$ cat config.mk
export PLATFORM = sky130hd
export DESIGN_NAME = bram_arbiter_flat
export DESIGN_NICKNAME = d
export VERILOG_FILES = /design/src/rtl/bram_arbiter_pkg.sv /design/src/rtl/bram_arbiter_if.sv /design/src/rtl/bram_arbiter_picker.sv /design/src/rtl/bram_arbiter.sv /design/src/flat_wrapper.sv
export SDC_FILE = /design/constraint.sdc
export NUM_CORES = 1
export LEC_CHECK = 0
export CELL_PAD_IN_SITES_DETAIL_PLACEMENT = 0
export CELL_PAD_IN_SITES_GLOBAL_PLACEMENT = 2
export CORE_MARGIN = 2
export CORE_UTILIZATION = 16
export CTS_BUF_LIST = sky130_fd_sc_hd__clkbuf_2
export CTS_CLUSTER_DIAMETER = 200
export DETAILED_ROUTE_END_ITERATION = 10
export PLACE_DENSITY = 0.82
export SYNTH_ARGS = -nofsm -noshare
export SYNTH_HDL_FRONTEND = slang
export SYNTH_SLANG_ARGS = --single-unit
$ cat constraint.sdc
create_clock -name clk_i -period 1.5 [get_ports clk_i]
set_input_delay 0.375 -clock clk_i [delete_from_list [all_inputs] [get_ports clk_i]]
set_output_delay 0.375 -clock clk_i [all_outputs]
set_load 0.01 [all_outputs]
$ cat src/rtl/bram_arbiter_pkg.sv
`default_nettype none
// ============================================================================
// Module      : nn_bram_pkg
// Description : Shared types and helpers for the BRAM arbiter slice.
//               arb_state_t - arbiter FSM state encoding
//               id_width()  - width of a requester index (minimum 1 bit)
// Revision    : 1.0 - initial release
// ============================================================================
package nn_bram_pkg;

  typedef enum logic [0:0] {
    ARB    = 1'b0,
    LOCKED = 1'b1
  } arb_state_t;

  // A single requester still needs a 1-bit index so vectors never collapse
  // to zero width.
  function automatic int id_width(int n);
    return (n <= 2) ? 1 : $clog2(n);
  endfunction

endpackage
`default_nettype wire

$ cat src/rtl/bram_arbiter_if.sv
`default_nettype none
// ============================================================================
// Module      : bram_arbiter_if
// Description : Requester-side bundle of the BRAM arbiter. One valid/ready
//               request channel per requester (packed vectors) plus the
//               one-hot read-response strobe and the shared read data.
//   master : requester side (drives valid/wr/lock/addr/wdata)
//   slave  : arbiter side   (drives ready/rsp_valid/rsp_data)
// Revision    : 1.0 - initial release
// ============================================================================
interface bram_arbiter_if #(
  parameter int NUM_REQ  = 2,
  parameter int ADDR_LEN = 32,
  parameter int WORD_LEN = 32
);
  localparam int c_aw = $clog2(ADDR_LEN);

  logic [NUM_REQ-1:0]          req_valid_i;
  logic [NUM_REQ-1:0]          req_ready_o;
  logic [NUM_REQ-1:0]          req_wr_i;
  logic [NUM_REQ-1:0]          req_lock_i;
  logic [NUM_REQ*c_aw-1:0]     req_addr_i;
  logic [NUM_REQ*WORD_LEN-1:0] req_wdata_i;
  logic [NUM_REQ-1:0]          rsp_valid_o;
  logic [WORD_LEN-1:0]         rsp_data_o;

  modport master (
    output req_valid_i, req_wr_i, req_lock_i, req_addr_i, req_wdata_i,
    input  req_ready_o, rsp_valid_o, rsp_data_o
  );

  modport slave (
    input  req_valid_i, req_wr_i, req_lock_i, req_addr_i, req_wdata_i,
    output req_ready_o, rsp_valid_o, rsp_data_o
  );

endinterface
`default_nettype wire

$ cat src/rtl/bram_arbiter_picker.sv
`default_nettype none
// ============================================================================
// Module      : rr_priority_picker
// Description : Combinational round-robin pick: first set bit of i_req at or
//               after i_ptr, wrapping past the top requester.
//   i_req   : request vector
//   i_ptr   : search start index
//   o_grant : one-hot grant (zero when nothing requests)
//   o_idx   : binary index of the granted requester
//   o_any   : at least one request present
// Revision    : 1.0 - initial release
// ============================================================================
module rr_priority_picker
  import nn_bram_pkg::*;
#(
  parameter int NUM_REQ = 2
) (
  input  logic [NUM_REQ-1:0]               i_req,
  input  logic [id_width(NUM_REQ)-1:0]     i_ptr,
  output logic [NUM_REQ-1:0]               o_grant,
  output logic [id_width(NUM_REQ)-1:0]     o_idx,
  output logic                             o_any
);

  localparam int c_iw = id_width(NUM_REQ);

  int              w_sum;
  logic [c_iw-1:0] w_pos;

  always_comb begin
    o_grant = '0;
    o_idx   = '0;
    o_any   = 1'b0;
    w_sum   = 0;
    w_pos   = '0;
    for (int i = 0; i < NUM_REQ; i++) begin
      // Wrap without a modulo operator: ptr + i never exceeds 2*NUM_REQ-2.
      w_sum = int'(i_ptr) + i;
      if (w_sum >= NUM_REQ) begin
        w_sum = w_sum - NUM_REQ;
      end
      w_pos = c_iw'(w_sum);
      if (!o_any && i_req[w_pos]) begin
        o_any          = 1'b1;
        o_grant[w_pos] = 1'b1;
        o_idx          = w_pos;
      end
    end
  end

endmodule
`default_nettype wire

$ cat src/rtl/bram_arbiter.sv
`default_nettype none
// ============================================================================
// Module      : bram_arbiter
// Description : Round-robin arbiter sharing one single-port BRAM between
//               NUM_REQ requesters, with an optional grant lock for bursts.
//               Accepted beats are registered onto the BRAM port; read data
//               is routed back through a tag pipeline to the issuer.
//   clk_i / reset_ni : clock, asynchronous active-low reset
//   req_bus (slave)  : per-requester request channels and read responses
//   bram_ena_o       : BRAM enable, one cycle per accepted beat
//   bram_wr_ena_o    : BRAM write enable
//   bram_addr_o      : BRAM address
//   bram_data_o      : BRAM write data
//   bram_data_i      : BRAM read data, valid RD_LATENCY after bram_ena_o
// Revision    : 1.0 - initial release
// ============================================================================
module bram_arbiter
  import nn_bram_pkg::*;
#(
  parameter int NUM_REQ    = 2,
  parameter int ADDR_LEN   = 32,
  parameter int WORD_LEN   = 32,
  parameter int RD_LATENCY = 1
) (
  input  logic                        clk_i,
  input  logic                        reset_ni,
  bram_arbiter_if.slave               req_bus,
  output logic                        bram_ena_o,
  output logic                        bram_wr_ena_o,
  output logic [$clog2(ADDR_LEN)-1:0] bram_addr_o,
  output logic [WORD_LEN-1:0]         bram_data_o,
  input  logic [WORD_LEN-1:0]         bram_data_i
);

  localparam int              c_aw      = $clog2(ADDR_LEN);
  localparam int              c_iw      = id_width(NUM_REQ);
  localparam logic [c_iw-1:0] c_last_id = c_iw'(NUM_REQ - 1);
  localparam logic [NUM_REQ-1:0] c_one  = NUM_REQ'(1);

  arb_state_t          r_state, w_state_nxt;
  logic [c_iw-1:0]     r_owner, w_owner_nxt;
  logic [c_iw-1:0]     r_rr_ptr, w_rr_ptr_nxt;

  logic [NUM_REQ-1:0]  w_pick_grant;
  logic [c_iw-1:0]     w_pick_idx;
  logic                w_pick_any;

  logic [NUM_REQ-1:0]  w_ready;
  logic                w_accept;
  logic [c_iw-1:0]     w_acc_idx;
  logic                w_acc_wr;
  logic [c_aw-1:0]     w_acc_addr;
  logic [WORD_LEN-1:0] w_acc_wdata;

  logic                r_bram_ena;
  logic                r_bram_wr;
  logic [c_aw-1:0]     r_bram_addr;
  logic [WORD_LEN-1:0] r_bram_data;

  // Stage 0 lines up with the registered BRAM port; the last stage lines up
  // with valid read data on bram_data_i.
  logic [RD_LATENCY:0] r_tag_vld;
  logic [c_iw-1:0]     r_tag_id [RD_LATENCY+1];

  rr_priority_picker #(
    .NUM_REQ (NUM_REQ)
  ) u_picker (
    .i_req   (req_bus.req_valid_i),
    .i_ptr   (r_rr_ptr),
    .o_grant (w_pick_grant),
    .o_idx   (w_pick_idx),
    .o_any   (w_pick_any)
  );

  // --------------------------------------------------------------------------
  // FSM: next state, grant and pointer update
  // --------------------------------------------------------------------------
  always_comb begin
    w_ready      = '0;
    w_acc_idx    = r_owner;
    w_state_nxt  = r_state;
    w_owner_nxt  = r_owner;
    w_rr_ptr_nxt = r_rr_ptr;

    // Ready is forced low while reset is held so nothing looks granted.
    if (reset_ni) begin
      case (r_state)
        ARB: begin
          if (w_pick_any) begin
            w_ready   = w_pick_grant;
            w_acc_idx = w_pick_idx;
          end
        end
        LOCKED: begin
          // Owner keeps the grant even while its valid is low.
          w_ready = c_one << r_owner;
        end
        default: ;
      endcase
    end

    w_accept = |(req_bus.req_valid_i & w_ready);

    if (w_accept) begin
      if (req_bus.req_lock_i[w_acc_idx]) begin
        w_state_nxt = LOCKED;
        w_owner_nxt = w_acc_idx;
      end else begin
        w_state_nxt  = ARB;
        w_rr_ptr_nxt = (w_acc_idx == c_last_id) ? '0 : w_acc_idx + 1'b1;
      end
    end
  end

  always_ff @(posedge clk_i or negedge reset_ni) begin
    if (!reset_ni) begin
      r_state  <= ARB;
      r_owner  <= '0;
      r_rr_ptr <= '0;
    end else begin
      r_state  <= w_state_nxt;
      r_owner  <= w_owner_nxt;
      r_rr_ptr <= w_rr_ptr_nxt;
    end
  end

  // --------------------------------------------------------------------------
  // Payload mux and registered BRAM port
  // --------------------------------------------------------------------------
  always_comb begin
    w_acc_wr    = req_bus.req_wr_i[w_acc_idx];
    w_acc_addr  = req_bus.req_addr_i[int'(w_acc_idx)*c_aw +: c_aw];
    w_acc_wdata = req_bus.req_wdata_i[int'(w_acc_idx)*WORD_LEN +: WORD_LEN];
  end

  always_ff @(posedge clk_i or negedge reset_ni) begin
    if (!reset_ni) begin
      r_bram_ena  <= 1'b0;
      r_bram_wr   <= 1'b0;
      r_bram_addr <= '0;
      r_bram_data <= '0;
    end else begin
      r_bram_ena <= w_accept;
      r_bram_wr  <= w_accept & w_acc_wr;
      if (w_accept) begin
        r_bram_addr <= w_acc_addr;
        r_bram_data <= w_acc_wdata;
      end
    end
  end

  // --------------------------------------------------------------------------
  // Read tag pipeline
  // --------------------------------------------------------------------------
  always_ff @(posedge clk_i or negedge reset_ni) begin
    if (!reset_ni) begin
      r_tag_vld <= '0;
      for (int i = 0; i <= RD_LATENCY; i++) begin
        r_tag_id[i] <= '0;
      end
    end else begin
      r_tag_vld[0] <= w_accept & ~w_acc_wr;
      r_tag_id[0]  <= w_acc_idx;
      for (int i = 1; i <= RD_LATENCY; i++) begin
        r_tag_vld[i] <= r_tag_vld[i-1];
        r_tag_id[i]  <= r_tag_id[i-1];
      end
    end
  end

  assign req_bus.req_ready_o = w_ready;
  assign req_bus.rsp_valid_o = r_tag_vld[RD_LATENCY] ? (c_one << r_tag_id[RD_LATENCY]) : '0;
  // Data is gated so the shared bus reads zero whenever no response is due.
  assign req_bus.rsp_data_o  = r_tag_vld[RD_LATENCY] ? bram_data_i : '0;

  assign bram_ena_o    = r_bram_ena;
  assign bram_wr_ena_o = r_bram_wr;
  assign bram_addr_o   = r_bram_addr;
  assign bram_data_o   = r_bram_data;

endmodule
`default_nettype wire

$ cat src/flat_wrapper.sv
// flat-port wrapper written by rule: the top's interface ports become plain ports
module bram_arbiter_flat import nn_bram_pkg::*;
#(
  parameter int NUM_REQ    = 2,
  parameter int ADDR_LEN   = 32,
  parameter int WORD_LEN   = 32,
  parameter int RD_LATENCY = 1
)
  (clk_i, reset_ni, bram_ena_o, bram_wr_ena_o, bram_addr_o, bram_data_o, bram_data_i, req_bus_req_valid_i, req_bus_req_wr_i, req_bus_req_lock_i, req_bus_req_addr_i, req_bus_req_wdata_i, req_bus_req_ready_o, req_bus_rsp_valid_o, req_bus_rsp_data_o);
  bram_arbiter_if #(.NUM_REQ(NUM_REQ), .ADDR_LEN(ADDR_LEN), .WORD_LEN(WORD_LEN)) req_bus_i ();
  input  logic clk_i;
  input  logic reset_ni;
  output logic bram_ena_o;
  output logic bram_wr_ena_o;
  output logic [$clog2(ADDR_LEN)-1:0] bram_addr_o;
  output logic [WORD_LEN-1:0] bram_data_o;
  input  logic [WORD_LEN-1:0] bram_data_i;
  input wire logic [$bits(req_bus_i.req_valid_i)-1:0] req_bus_req_valid_i;
  input wire logic [$bits(req_bus_i.req_wr_i)-1:0] req_bus_req_wr_i;
  input wire logic [$bits(req_bus_i.req_lock_i)-1:0] req_bus_req_lock_i;
  input wire logic [$bits(req_bus_i.req_addr_i)-1:0] req_bus_req_addr_i;
  input wire logic [$bits(req_bus_i.req_wdata_i)-1:0] req_bus_req_wdata_i;
  output wire logic [$bits(req_bus_i.req_ready_o)-1:0] req_bus_req_ready_o;
  output wire logic [$bits(req_bus_i.rsp_valid_o)-1:0] req_bus_rsp_valid_o;
  output wire logic [$bits(req_bus_i.rsp_data_o)-1:0] req_bus_rsp_data_o;
  assign req_bus_i.req_valid_i = req_bus_req_valid_i;
  assign req_bus_i.req_wr_i = req_bus_req_wr_i;
  assign req_bus_i.req_lock_i = req_bus_req_lock_i;
  assign req_bus_i.req_addr_i = req_bus_req_addr_i;
  assign req_bus_i.req_wdata_i = req_bus_req_wdata_i;
  assign req_bus_req_ready_o = req_bus_i.req_ready_o;
  assign req_bus_rsp_valid_o = req_bus_i.rsp_valid_o;
  assign req_bus_rsp_data_o = req_bus_i.rsp_data_o;
  bram_arbiter #(.NUM_REQ(NUM_REQ), .ADDR_LEN(ADDR_LEN), .WORD_LEN(WORD_LEN), .RD_LATENCY(RD_LATENCY)) u_core (.clk_i(clk_i), .reset_ni(reset_ni), .req_bus(req_bus_i), .bram_ena_o(bram_ena_o), .bram_wr_ena_o(bram_wr_ena_o), .bram_addr_o(bram_addr_o), .bram_data_o(bram_data_o), .bram_data_i(bram_data_i));
endmodule
* Word level (Yosys, flattened, before mapping) *
Index checks and enable logic that the tools add are counted.

word-level totals
  logic and storage cells = 70
  output and inout bits = 75
  input bits = 114
  bits in writable memories = 0
  bits in latches = 0
  bits in registers = 46
  bits in read-only memories = 0
  memories kept = 0

cells by class
  add/subtract/negate cells = 4
  multipliers = 1
  equality and inequality tests = 0
  shifts and indexed selects = 4
  order comparisons = 7
  reductions and logical operators = 7
  mux-type cells = 30
  bitwise gates (word level) = 7
  div/mod/pow operators = 0

operators with widths
  cell                                                                          number
  64-bit by 7-bit indexed part select with 32-bit output                        1
  32-bit 2-to-1 mux                                                             1
  10-bit by 32-bit indexed part select with 5-bit output                        1
  1-bit 2-to-1 mux                                                              21
  2-bit 2-to-1 mux                                                              5
  1-bit by 2-bit less-than comparator with 1-bit output, second input constant  3
  1-bit by 3-bit multiplier with 4-bit output, second input constant            1
  2-bit case mux with 2 select lines                                            1
  2-bit AND reduction                                                           2
  1-bit by 1-bit << shifter with 2-bit output, first input constant             2
  1-bit logical AND                                                             3
  1-bit inverter                                                                3
  1-bit by 1-bit adder with 2-bit output, second input constant                 1
  1-bit AND                                                                     2
  2-bit AND                                                                     1
  1-bit demux with 1-bit select                                                 2
  1-bit >= comparator, second input constant                                    2
  1-bit by 2-bit >= comparator with 1-bit output, second input constant         1
  2-bit >= comparator, second input constant                                    1
  2-bit bitwise OR                                                              1
  2-bit OR reduction                                                            1
  1-bit subtractor, second input constant                                       2
  1-bit adder, second input constant                                            1
  1-bit logical NOT                                                             1

* Depth between registers and ports, before layout *
  depth after elaboration = 15
  depth in mapped cells = 7
  gate-level depth less buffers = 5

* Modules after synthesis *
A second synthesis with hierarchy kept.

unflattened totals
  cells, all modules = 245
  area total of the unflattened synthesis = 2437.3 µm²

modules (own cells, without submodules)
  module              area each (µm²)  sequential area each (µm²)  instances  cells each
  bram_arbiter        2404.8           1151.1                      1          240
  rr_priority_picker  32.5             0.0                         1          5

* Worst setup path before layout *
Ideal clock, no wire load.

  kind = register -> register
  from = register u_core.r_rr_ptr
  to = register u_core.r_owner
  path buffers = 1
  arrival = 1388 ps
  setup time = 122 ps
  period minus slack after synthesis = 1510 ps
  stages on the path, launching flop included = 6
  slack = -10 ps
  data required time = 1378 ps
  path through = dfrtp_1 > nand2b_1 > a32oi_4 > buf_6 > nand4b_1 > a32o_1

between the ends
  cells in the longest elaborated chain, start to end = 15
  elaborated cells on any way between the ends = 41
  classes of those cells = 3 x add/sub; 6 x order compare; 24 x mux; 2 x bitwise; 6 x reduce/logical

ends and longest elaborated chain
  element                                                                                                    RTL line                                              source
  start, declared                                                                                            bram_arbiter.sv:42                                    logic [c_iw-1:0] r_rr_ptr, w_rr_ptr_nxt;
  start signal, assigned                                                                                     bram_arbiter.sv:123                                   r_rr_ptr <= w_rr_ptr_nxt;
  1-bit by 1-bit adder with 2-bit output, or another cell as far along                                       bram_arbiter_picker.sv:38                             w_sum = int'(i_ptr) + i;
  2-bit >= comparator, or another cell as far along                                                          bram_arbiter_picker.sv:39                             if (w_sum >= NUM_REQ) begin
  1-bit 2-to-1 mux, or another cell as far along                                                             bram_arbiter_picker.sv:39
  1-bit by 2-bit less-than comparator with 1-bit output (not written as such), or another cell as far along  bram_arbiter_picker.sv:45                             o_grant[w_pos] = 1'b1;
  1-bit logical AND (not written as such) or 1-bit 2-to-1 mux (tied branches)                                bram_arbiter_picker.sv:45
  1-bit 2-to-1 mux (not written as such) or 1-bit demux with 1-bit select (tied branches)                    bram_arbiter_picker.sv:45
  1-bit demux with 1-bit select or 2-bit 2-to-1 mux (tied branches)                                          bram_arbiter_picker.sv:45, bram_arbiter_picker.sv:43
  2-bit bitwise OR (no source line)                                                                          n/a
  2-bit 2-to-1 mux                                                                                           bram_arbiter_picker.sv:43                             if (!o_any && i_req[w_pos]) begin
  2-bit 2-to-1 mux                                                                                           bram_arbiter.sv:89                                    if (w_pick_any) begin
  2-bit case mux with 2 select lines                                                                         bram_arbiter.sv:87                                    case (r_state)
  2-bit 2-to-1 mux                                                                                           bram_arbiter.sv:86                                    if (reset_ni) begin
  2-bit AND                                                                                                  bram_arbiter.sv:102                                   w_accept = |(req_bus.req_valid_i & w_ready);
  2-bit OR reduction                                                                                         bram_arbiter.sv:102
  2-bit AND reduction (no source line)                                                                       n/a
  end signal, assigned                                                                                       bram_arbiter.sv:122                                   r_owner <= w_owner_nxt;
  end, declared                                                                                              bram_arbiter.sv:41                                    logic [c_iw-1:0] r_owner, w_owner_nxt;

Several ways; a longest one is shown, not always the timed one. The select of a mux whose other input is x is not followed.
A chain may end at the register's enable or synchronous reset.

* Worst setup path in the final report *
  from = register u_core.r_state
  to = output port req_bus_req_ready_o[0]

between the ends
  cells in the longest elaborated chain, start to end = 3

ends and longest elaborated chain
  element                                 RTL line             source
  start, declared                         bram_arbiter.sv:40   arb_state_t r_state, w_state_nxt;
  start signal, assigned                  bram_arbiter.sv:121  r_state <= w_state_nxt;
  1-bit inverter                          bram_arbiter.sv:87
  2-bit case mux with 2 select lines (*)  bram_arbiter.sv:87
  2-bit 2-to-1 mux (*)                    bram_arbiter.sv:86
  end, declared                           flat_wrapper.sv:23   output wire logic [$bits(req_bus_i.req_ready_o)-1:0] req_bus_req_ready_o;

Mark *: on every way between the ends. The rest lies on a longest branch, timed or not.

==> impl_summary.log <==
INFO  metric grt_util_all_layers = 0.108
INFO  metric synthesized_area = 2350 um2
INFO  metric overflow = 0
INFO  metric cp_data_arrival_time = 1410 ps
INFO  metric grt_start_max_net_pins = 48
INFO  metric global_route.usage.met2 = 0.187
INFO  metric min_period = 1790 ps
INFO  metric vdd.ir_drop.worst = 0.582 mV
INFO  metric dr.first_iter.drc_count = 48
INFO  metric fill_cells = 1509
INFO  metric mostFrequentLayoutCell = sky130_fd_sc_hd__clkdlybuf4s50_1
INFO  metric design.core.area = 14500 um2
INFO  metric place.gp.congestion = 0.744
INFO  metric clock_tree_from_tritoncts = built
INFO  metric layoutNonFillerInstCount = 637
INFO  metric max_freq = 559 MHz
INFO  metric fin_worst_skew = 30.6 ps
INFO  metric die_y = 125 um
INFO  metric clockBufferDepth = 2
INFO  metric grt_util_met3 = 0.0428
INFO  metric slew_headroom = 0.583
INFO  metric layout-drive-gt1-share = 0.367
INFO  metric ys_seq_area_frac = 0.489
INFO  metric floorplan.rows = 44
INFO  metric synth.avg_cell_area = 9.94 um2
INFO  metric total_leakage_power = 2.28 nW
INFO  metric num-nets-final = 565
INFO  metric die_width = 125 um
INFO  metric dieArea = 15700 um2
INFO  metric detail-route-antenna-nets = 0
INFO  metric total_power = 6.60 mW
INFO  metric post-route-util = 0.337
INFO  metric ys_ff_latch = 46
INFO  metric tritoncts_num_sinks = 46
INFO  metric drt_drc_violations_left = 0
INFO  metric worstSkewPairLatency = 430 ps
INFO  metric setup-violations-final = 79
INFO  metric numPortBuffers = 188
INFO  metric endpoint_kind = output pin
INFO  metric place.detailed.hpwl = 5.98 mm
INFO  metric reg2reg_depth = 7
INFO  metric final-hold-violation-count = 0
INFO  metric rsz0062_at_grt = true
INFO  metric dpl.cell_count = 608
INFO  metric global_route.peak_usage_layer = met2
INFO  metric vias = 2503
INFO  metric timing.final.ws_setup = -289 ps
INFO  metric ys.warnings.count = 0
INFO  metric cts_hold_repair.buffers = 0
INFO  metric min_path_type = input port to async pin
INFO  metric first_global_vias = 2559
INFO  metric report.final.slew_viol_count = 0
INFO  metric antenna_violations_before_repair = 1
INFO  metric area.growth.synth_to_final = 107%
INFO  metric wl_per_cell = 13.9 um
INFO  metric routed_wl = 8.86 mm
INFO  metric mostFrequentLayoutCells = sky130_fd_sc_hd__clkdlybuf4s50_1, sky130_fd_sc_hd__dfrtp_1, sky130_fd_sc_hd__buf_2
INFO  metric cts_made_buffers = 5
INFO  metric critical_path.max_fanout = 2
INFO  metric clkSlewWorstSetupHoldPaths = 240 ps
INFO  metric result_of_the_run = complete, but fails checks
INFO  metric mappedNetlistNets = 351
INFO  metric met1_resource_use_gr = 0.124
INFO  metric cellPowerDensity = 1350 nW/um2
INFO  metric detail_route.first_pass.iterations = 3
INFO  metric synthesis.instances = 237
INFO  metric drt-vias-per-instance = 3.93
INFO  metric holdWs = 115 ps
INFO  metric max_cap_violations = 0
INFO  metric synth.lib_cells_used.distinct = 20
INFO  metric initial_utilization = 0.163
INFO  metric final.period_utilization = 1.19
INFO  metric grt_pass1_wl = 13.5 mm
INFO  metric cts-htree-levels = 2
INFO  metric startpoint_types = register
INFO  metric violations = negative setup slack
INFO  metric clock-root-buffer = sky130_fd_sc_hd__clkbuf_2
INFO  metric floorplan.io_pins = 189
INFO  metric cp.required = 1120 ps
INFO  metric worstMarginPinSlew = 625 ps
INFO  metric critical_path_class = register to output pin
==> repair_timing <==
item / in CTS / in global routing
setup buffers: 13 / 2
gates cloned: 5 / 4
endpoints found under the setup margin: 118 / 85
pin swaps: 5 / 7
gates resized for setup: 324 / 84
==> area by class of cell <==
class	instances	area, um2	share of cell area
timing repair buffer	223	2170	0.444
multi-input combinational	172	1270	0.260
sequential	46	1150	0.236
tap	184	230	0.0472
clock buffer	5	25.0	0.00513
inverter	3	18.8	0.00384
clock inverter	3	11.3	0.00231
antenna	1	2.50	0.000513
==> state kept, by name, summed over array words and instances, names as in the netlist <==
register and count:
u_core.r_state 1, u_core.r_owner 1, u_core.bram_ena_o 1, u_core.r_tag_vld 2, u_core.bram_wr_ena_o 1, u_core.r_tag_id 2
u_core.bram_addr_o 5, u_core.bram_data_o 32, u_core.r_rr_ptr 1
==> routing by layer <==
layer | up-vias | wire length [um]
met1 | 1145 | 3490
li1 | 1228 | -
met2 | 121 | 4470
met3 | 9 | 759
met4 | 0 | 144
met5 | - | 0
==> worst max-delay path, stage by stage, from the launching register on <==
cell and delay [ps]:
sky130_fd_sc_hd__dfrtp_2 470, sky130_fd_sc_hd__buf_6 120, sky130_fd_sc_hd__mux2i_1 120, sky130_fd_sc_hd__and2_1 140, sky130_fd_sc_hd__buf_2 130
==> kinds of logic after synthesis <==
family          synth area share
simple gates               0.179
compound gates             0.113
buf+inv                   0.0452
mux                        0.174
flops                      0.489
==> path summary, 6_finish.rpt <==
kind | slack, ps | from | endpoint
worst max-delay path | -290 | u_core.r_state$_DFFE_PN0P_ | req_bus_req_ready_o[0]
worst min-delay path | 110 | reset_ni | u_core.r_tag_vld[0]$_DFF_PN0_
worst max register to register | -280 | u_core.r_state$_DFFE_PN0P_ | u_core.bram_data_o[14]$_DFFE_PN0P_
worst min register to register | 390 | u_core.r_tag_id[1]$_DFF_PN0_ | u_core.r_tag_id[0]$_DFF_PN0_
max in group asynchronous | 920 | reset_ni | u_core.r_tag_vld[1]$_DFF_PN0_
min in group clk_i | 390 | u_core.r_tag_id[1]$_DFF_PN0_ | u_core.r_tag_id[0]$_DFF_PN0_
==> per-stage QoR <==
step / TNS, ps / instance area (um2) / setup slack [ps]
floorplan: 0 / 2350 / 1.76
global placement: -36280 / 4530 / -640
detailed placement: -38380 / 4530 / -661
CTS: -19850 / 4580 / -372
global route: -24770 / 4880 / -410
finish: -17150 / 4880 / -289
==> synthesized netlist by cell type (all sizes together) <==
library cell	n	area (um2)
a32oi	1	27.5
dfrtp	46	1150
nand4b	1	8.76
clkbuf	8	30.0
a21o	1	7.51
nand2	42	158
inv	3	11.3
mux2i	41	410
nand3b	1	7.51
and2	36	225
nor2	1	3.75
a32o	1	10.0
buf	8	65.1
a21oi	2	10.0
o21ai	42	210
nor2b	2	12.5
nand2b	1	6.26
==> where the power goes <==
group          internal (mW)  total, mW  switching, mW
Combinational           2.28       4.05           1.77
Clock                 0.0996      0.509          0.409
Sequential              1.76       2.04          0.278
Total                   4.14       6.60           2.46
(Power assumes the default switching activity.)
==> RTL edit 1 (config.mk and constraints unchanged) <==
Make the reset (`reset_ni`) synchronous in 3 clocked blocks. Comments in the files are not updated.
--- a/src/rtl/bram_arbiter.sv
+++ b/src/rtl/bram_arbiter.sv
@@ -114,3 +114,3 @@
 
-  always_ff @(posedge clk_i or negedge reset_ni) begin
+  always_ff @(posedge clk_i) begin
     if (!reset_ni) begin
@@ -135,3 +135,3 @@
 
-  always_ff @(posedge clk_i or negedge reset_ni) begin
+  always_ff @(posedge clk_i) begin
     if (!reset_ni) begin
@@ -154,3 +154,3 @@
   // --------------------------------------------------------------------------
-  always_ff @(posedge clk_i or negedge reset_ni) begin
+  always_ff @(posedge clk_i) begin
     if (!reset_ni) begin
Formal check against the unedited RTL: differs if reset_ni is asserted again (counterexample within 4 cycles, from zero or initial values and one cycle with reset_ni low); with reset_ni held inactive, the same outputs for 4 cycles.
==> RTL edit 1 against the unedited design <==
- the flow still finishes with violations (setup timing)
- utilization grew 1.2 points
- global-route usage grew 0.14 points
- critical endpoint unchanged
- critical path type unchanged
- sequential cell count is the same
- cell area shrank 1.4%
- routed wire length shrank 0.49%
- critical path depth grew 1
- worst setup slack gained 0.010 ns
- area after synthesis shrank 5.1%
Power is not compared: it rests on default switching activity, and its combinational part moved more than twofold at a synthesized area within 25%.
==> RTL edit 1: results (changes against the unedited design) <==
fin cells = 642 (+0.78%)
CP max stage delay = 0.40 ns (-0.07 ns)
Max Slew Vio Count = 0 (unchanged)
HPWL after detailed placement = 6470 microns (+8.2%)
status = finished, violations left
Syn Inst Count = 246 (+3.8%)
Cell variety after synth = 31 (+55%)
top_reg_cell synth = dfxtp_1
ys async rst share = 0% (-100 points)
overall routing resource usage = 11.0% (+0.14 points)
Seq/Total Area, Yosys = 41.2% (-7.7 points)
vias in the first global route = 2499 (-2.3%)
Slew @ Worst Pin = 0.397 ns (-0.228 ns)
max reg flops = 32 (unchanged)
vias per inst = 3.98 (+1.4%)
first-pass GRT wire length = 12600 microns (-6.8%)
syn nets = 360 (+2.6%)
synth cell count leaders = 46 x dfxtp_1, 39 x and2_1, 37 x a22oi_1, 37 x inv_1, 20 x o21ai_2
initial antenna violation count = 0 (-1)
DRT Pass-1 Iters = 4 (+1)
FILL cells = 1421 (-5.8%)
DRT iter0 DRCs = 46 (-4.2%)
Setup WS pre-CTS = -0.650 ns (+0.0113 ns)
setup violators final = 78 (-1.3%)
clk slew on worst S/H paths = 0.21 ns (-0.03 ns)
routed length per placed instance = 13.7 microns (-1.3%)
largest cells by area after synthesis = dfxtp_1 41%, a22oi_1 12%, and2_1 11%
Nets = 575 (+1.8%)
crit path max-delay cell type = dfxtp_4
ratio of cells with drive above 1 in the final layout = 48.6% (+12 points)
failing checks = setup timing
Final GP Congestion = 0.704 (-5.4%)
CP max FO = 3 (+1)
skew final = 0.0197 ns (-0.0109 ns)
Area after DPL = 0.00448 sq mm (-1.2%)
Placed Instances = 621 (+2.1%)
final worst slack = -0.279 ns (+0.0102 ns)
Hold Crit Class = flip-flop to flip-flop
setup TNS = -11.65 ns (+5.50 ns)
port bufs = 188 (unchanged)
largest net degree at the start of global routing = 22 (-54%)
-- RTL edit 1: repair_timing --
action,4_1_cts,5_1_grt
gates cloned,3,2
hold buffers,0,0
setup buffers,5,3
pin swaps,2,1
endpoints found under the setup margin,116,109
gates resized for setup,289,94
hold endpoints to repair,0,0
-- RTL edit 1: power breakdown --
part,total [uW],leakage [uW],switching [uW],internal (uW)
combinational,1080,0.00158,425,657
sequential,1420,0.000394,64.4,1350
clock,500,0.0000286,399,101
-- RTL edit 1: cell families after synthesis --
kind of cell,count (synthesis),share of synthesized area [%]
flip-flops,46,41.2
AO/OA/AOI/OAI,90,29.1
buffers and inverters,53,12.2
AND/OR/NAND/NOR,54,16.1
multiplexers,3,1.34
-- RTL edit 1: worst paths after layout --
kind,from,endpoint,cells after the start,slack [ns]
worst min-delay path,u_core.r_tag_id[0][0],u_core.r_tag_id[0][1],1,0.46
worst min register to register,u_core.r_tag_id[0][0],u_core.r_tag_id[0][1],1,0.46
worst max-delay path,u_core.r_state,req_bus_req_ready_o[0],5,-0.28
worst max register to register,u_core.r_state,u_core.bram_data_o[0],8,-0.15
-- RTL edit 1: area by class of cell --
cell class / instances / area, sq um / area share (%)
antenna: 1 / 2.50 / 0.0520
clock buffer: 5 / 25.0 / 0.520
clock inverter: 2 / 10.0 / 0.208
inverter: 37 / 139 / 2.89
multi-input combinational: 147 / 1220 / 25.3
sequential: 46 / 977 / 20.3
tap: 180 / 225 / 4.68
timing repair buffer: 224 / 2220 / 46.1
-- RTL edit 1: routing by layer --
layer / GRT usage (%) / part of all wire (%) / vias to the layer above
met3: 3.65 / 11 / 6
met1: 10.3 / 33 / 1164
met4: 3.23 / 1.2 / 0
met2: 22.2 / 55 / 126
li1: - / - / 1261
met5: 0 / 0 / -
==> RTL edit 2 (config.mk and constraints unchanged) <==
Made on the original files. `ADDR_LEN` is set to 32 in 3 places; all go to 64.
--- a/src/rtl/bram_arbiter_if.sv
+++ b/src/rtl/bram_arbiter_if.sv
@@ -12,3 +12,3 @@
   parameter int NUM_REQ  = 2,
-  parameter int ADDR_LEN = 32,
+  parameter int ADDR_LEN = 64,
   parameter int WORD_LEN = 32
--- a/src/rtl/bram_arbiter.sv
+++ b/src/rtl/bram_arbiter.sv
@@ -20,3 +20,3 @@
   parameter int NUM_REQ    = 2,
-  parameter int ADDR_LEN   = 32,
+  parameter int ADDR_LEN   = 64,
   parameter int WORD_LEN   = 32,
--- a/src/flat_wrapper.sv
+++ b/src/flat_wrapper.sv
@@ -4,3 +4,3 @@
   parameter int NUM_REQ    = 2,
-  parameter int ADDR_LEN   = 32,
+  parameter int ADDR_LEN   = 64,
   parameter int WORD_LEN   = 32,
Interface: changed (resized bram_addr_o and req_bus_req_addr_i); port bits go from 189 to 192. No check against the original RTL was run, so the function may have changed too.
==> RTL edit 2 against the unedited design <==
- the run still ends with setup timing left
- clock skew down 0.0028 ns
- routed wire length is 2.4% higher
- area after synthesis increased by 1.8%
- maximum frequency down 4.8%
- power is 2.5% higher
- worst setup slack worse by 0.091 ns
- sequential cell count grew 1
- cell area is 2.0% higher
- critical path type unchanged
- highest routed layer unchanged
==> RTL edit 2: results (changes against the unedited design) <==
Lkg Pwr = 0.00233 uW (+2.4%)
worst r2r dst = u_core.bram_data_o[17]
worst hold margin = 0.122 ns (+0.00761 ns)
CP arrival = 1.50 ns (+0.09 ns)
max reg flops = 32 (unchanged)
syn nets = 357 (+1.7%)
Post-CTS Resized = 358 (+10%)
clock root buffer master = clkbuf_2
CTS Buffer Depth = 2 (unchanged)
maximum vdd drop = 0.523 mV (-10%)
initial antenna violation count = 0 (-1)
ratio of cells with drive above 1 in the final layout = 36.9% (+0.13 points)
logic gate share of total power = 61.2% (-0.2 points)
vias in the first global route = 2682 (+4.8%)
reg-to-reg startpoint = u_core.r_state
port bufs = 191 (+1.6%)
total CTS buffers = 5 (unchanged)
CP startpoint = u_core.r_tag_vld[1]
largest net degree at the start of global routing = 34 (-29%)
CP max stage delay = 0.52 ns (+0.05 ns)
status = finished, violations left
HPWL after detailed placement = 6580 microns (+10%)
worst setup path end = req_bus_rsp_data_o[16]
Hold Crit Class = input port to asynchronous set/reset pin
P_clk = 531 uW (+4.3%)
Setup WS pre-CTS = -0.650 ns (+0.0112 ns)
final worst slack = -0.380 ns (-0.0906 ns)
first-pass GRT wire length = 14000 microns (+4.0%)
ys async rst share = 100% (unchanged)
Post-CTS Repair Setup Buffers = 14 (+1)
Final GP Congestion = 0.768 (+3.2%)
Syn Inst Count = 241 (+1.7%)
failing checks = setup timing
Placed Instances = 620 (+2.0%)
clock sinks = 47 (+2.2%)
Post-CTS Hold Buffers = 1 (+1)
Cell variety after synth = 20 (unchanged)
synth cell count leaders = 47 x dfrtp_1, 43 x nand2_1, 42 x mux2i_1, 39 x o21ai_1, 36 x and2_1
combinational power = 4130 uW (+2%)
DRT iter0 DRCs = 49 (+2.1%)
fin cells = 648 (+1.7%)
Slew @ Worst Pin = 0.797 ns (+0.172 ns)
Internal = 4250 uW (+2.5%)
crit path max-delay cell type = dfrtp_2
DRT Pass-1 Iters = 4 (+1)
length in cells of the worst reg-to-reg path = 7 (unchanged)
wirelength, routed = 9070 microns (+2.4%)
Nets = 579 (+2.5%)
Area after DPL = 0.00467 sq mm (+3.0%)
skew final = 0.0278 ns (-0.00281 ns)
clk slew on worst S/H paths = 0.26 ns (+0.02 ns)
largest cells by area after synthesis = dfrtp_1 49%, mux2i_1 18%, and2_1 9.4%
CP max FO = 9 (+7)
setup violators final = 80 (+1.3%)
overall routing resource usage = 11.1% (+0.22 points)
setup TNS = -18.30 ns (-1.15 ns)
number of diodes = 0 (-1)
Seq/Total Area, Yosys = 49.1% (+0.20 points)
via count = 2570 (+2.7%)
-- RTL edit 2: layer usage --
metal / global-route usage [%] / wire [microns]
met4: 2.13 / 64
met5: 0 / 0
met1: 11.7 / 3320
met3: 3.54 / 815
met2: 21.4 / 4870
-- RTL edit 2: logic make-up (layout without fill, tap and decap cells) --
group | count (synthesis) | count (layout) | share of synthesized area [%]
flip-flops | 47 | 47 | 49.1
AND/OR/NAND/NOR | 85 | 85 | 17.8
buffers and inverters | 19 | 242 | 4.33
multiplexers | 42 | 42 | 17.5
AO/OA/AOI/OAI | 48 | 48 | 11.3
-- RTL edit 2: area by class of cell --
type                            instances  area [sq um]
Timing Repair Buffer                  231          2210
Inverter                                3          18.8
Sequential cell                        47          1180
Tap cell                              184           230
Multi-Input combinational cell        175          1300
Clock inverter                          3          15.0
Clock buffer                            5          25.0
Fill cell                            1517          9610
-- RTL edit 2: critical path: cells and delay by family (launching register included) --
family / cells / cell delay, ns
buf+inv: 3 / 0.42
flops: 1 / 0.52
simple gates: 1 / 0.13
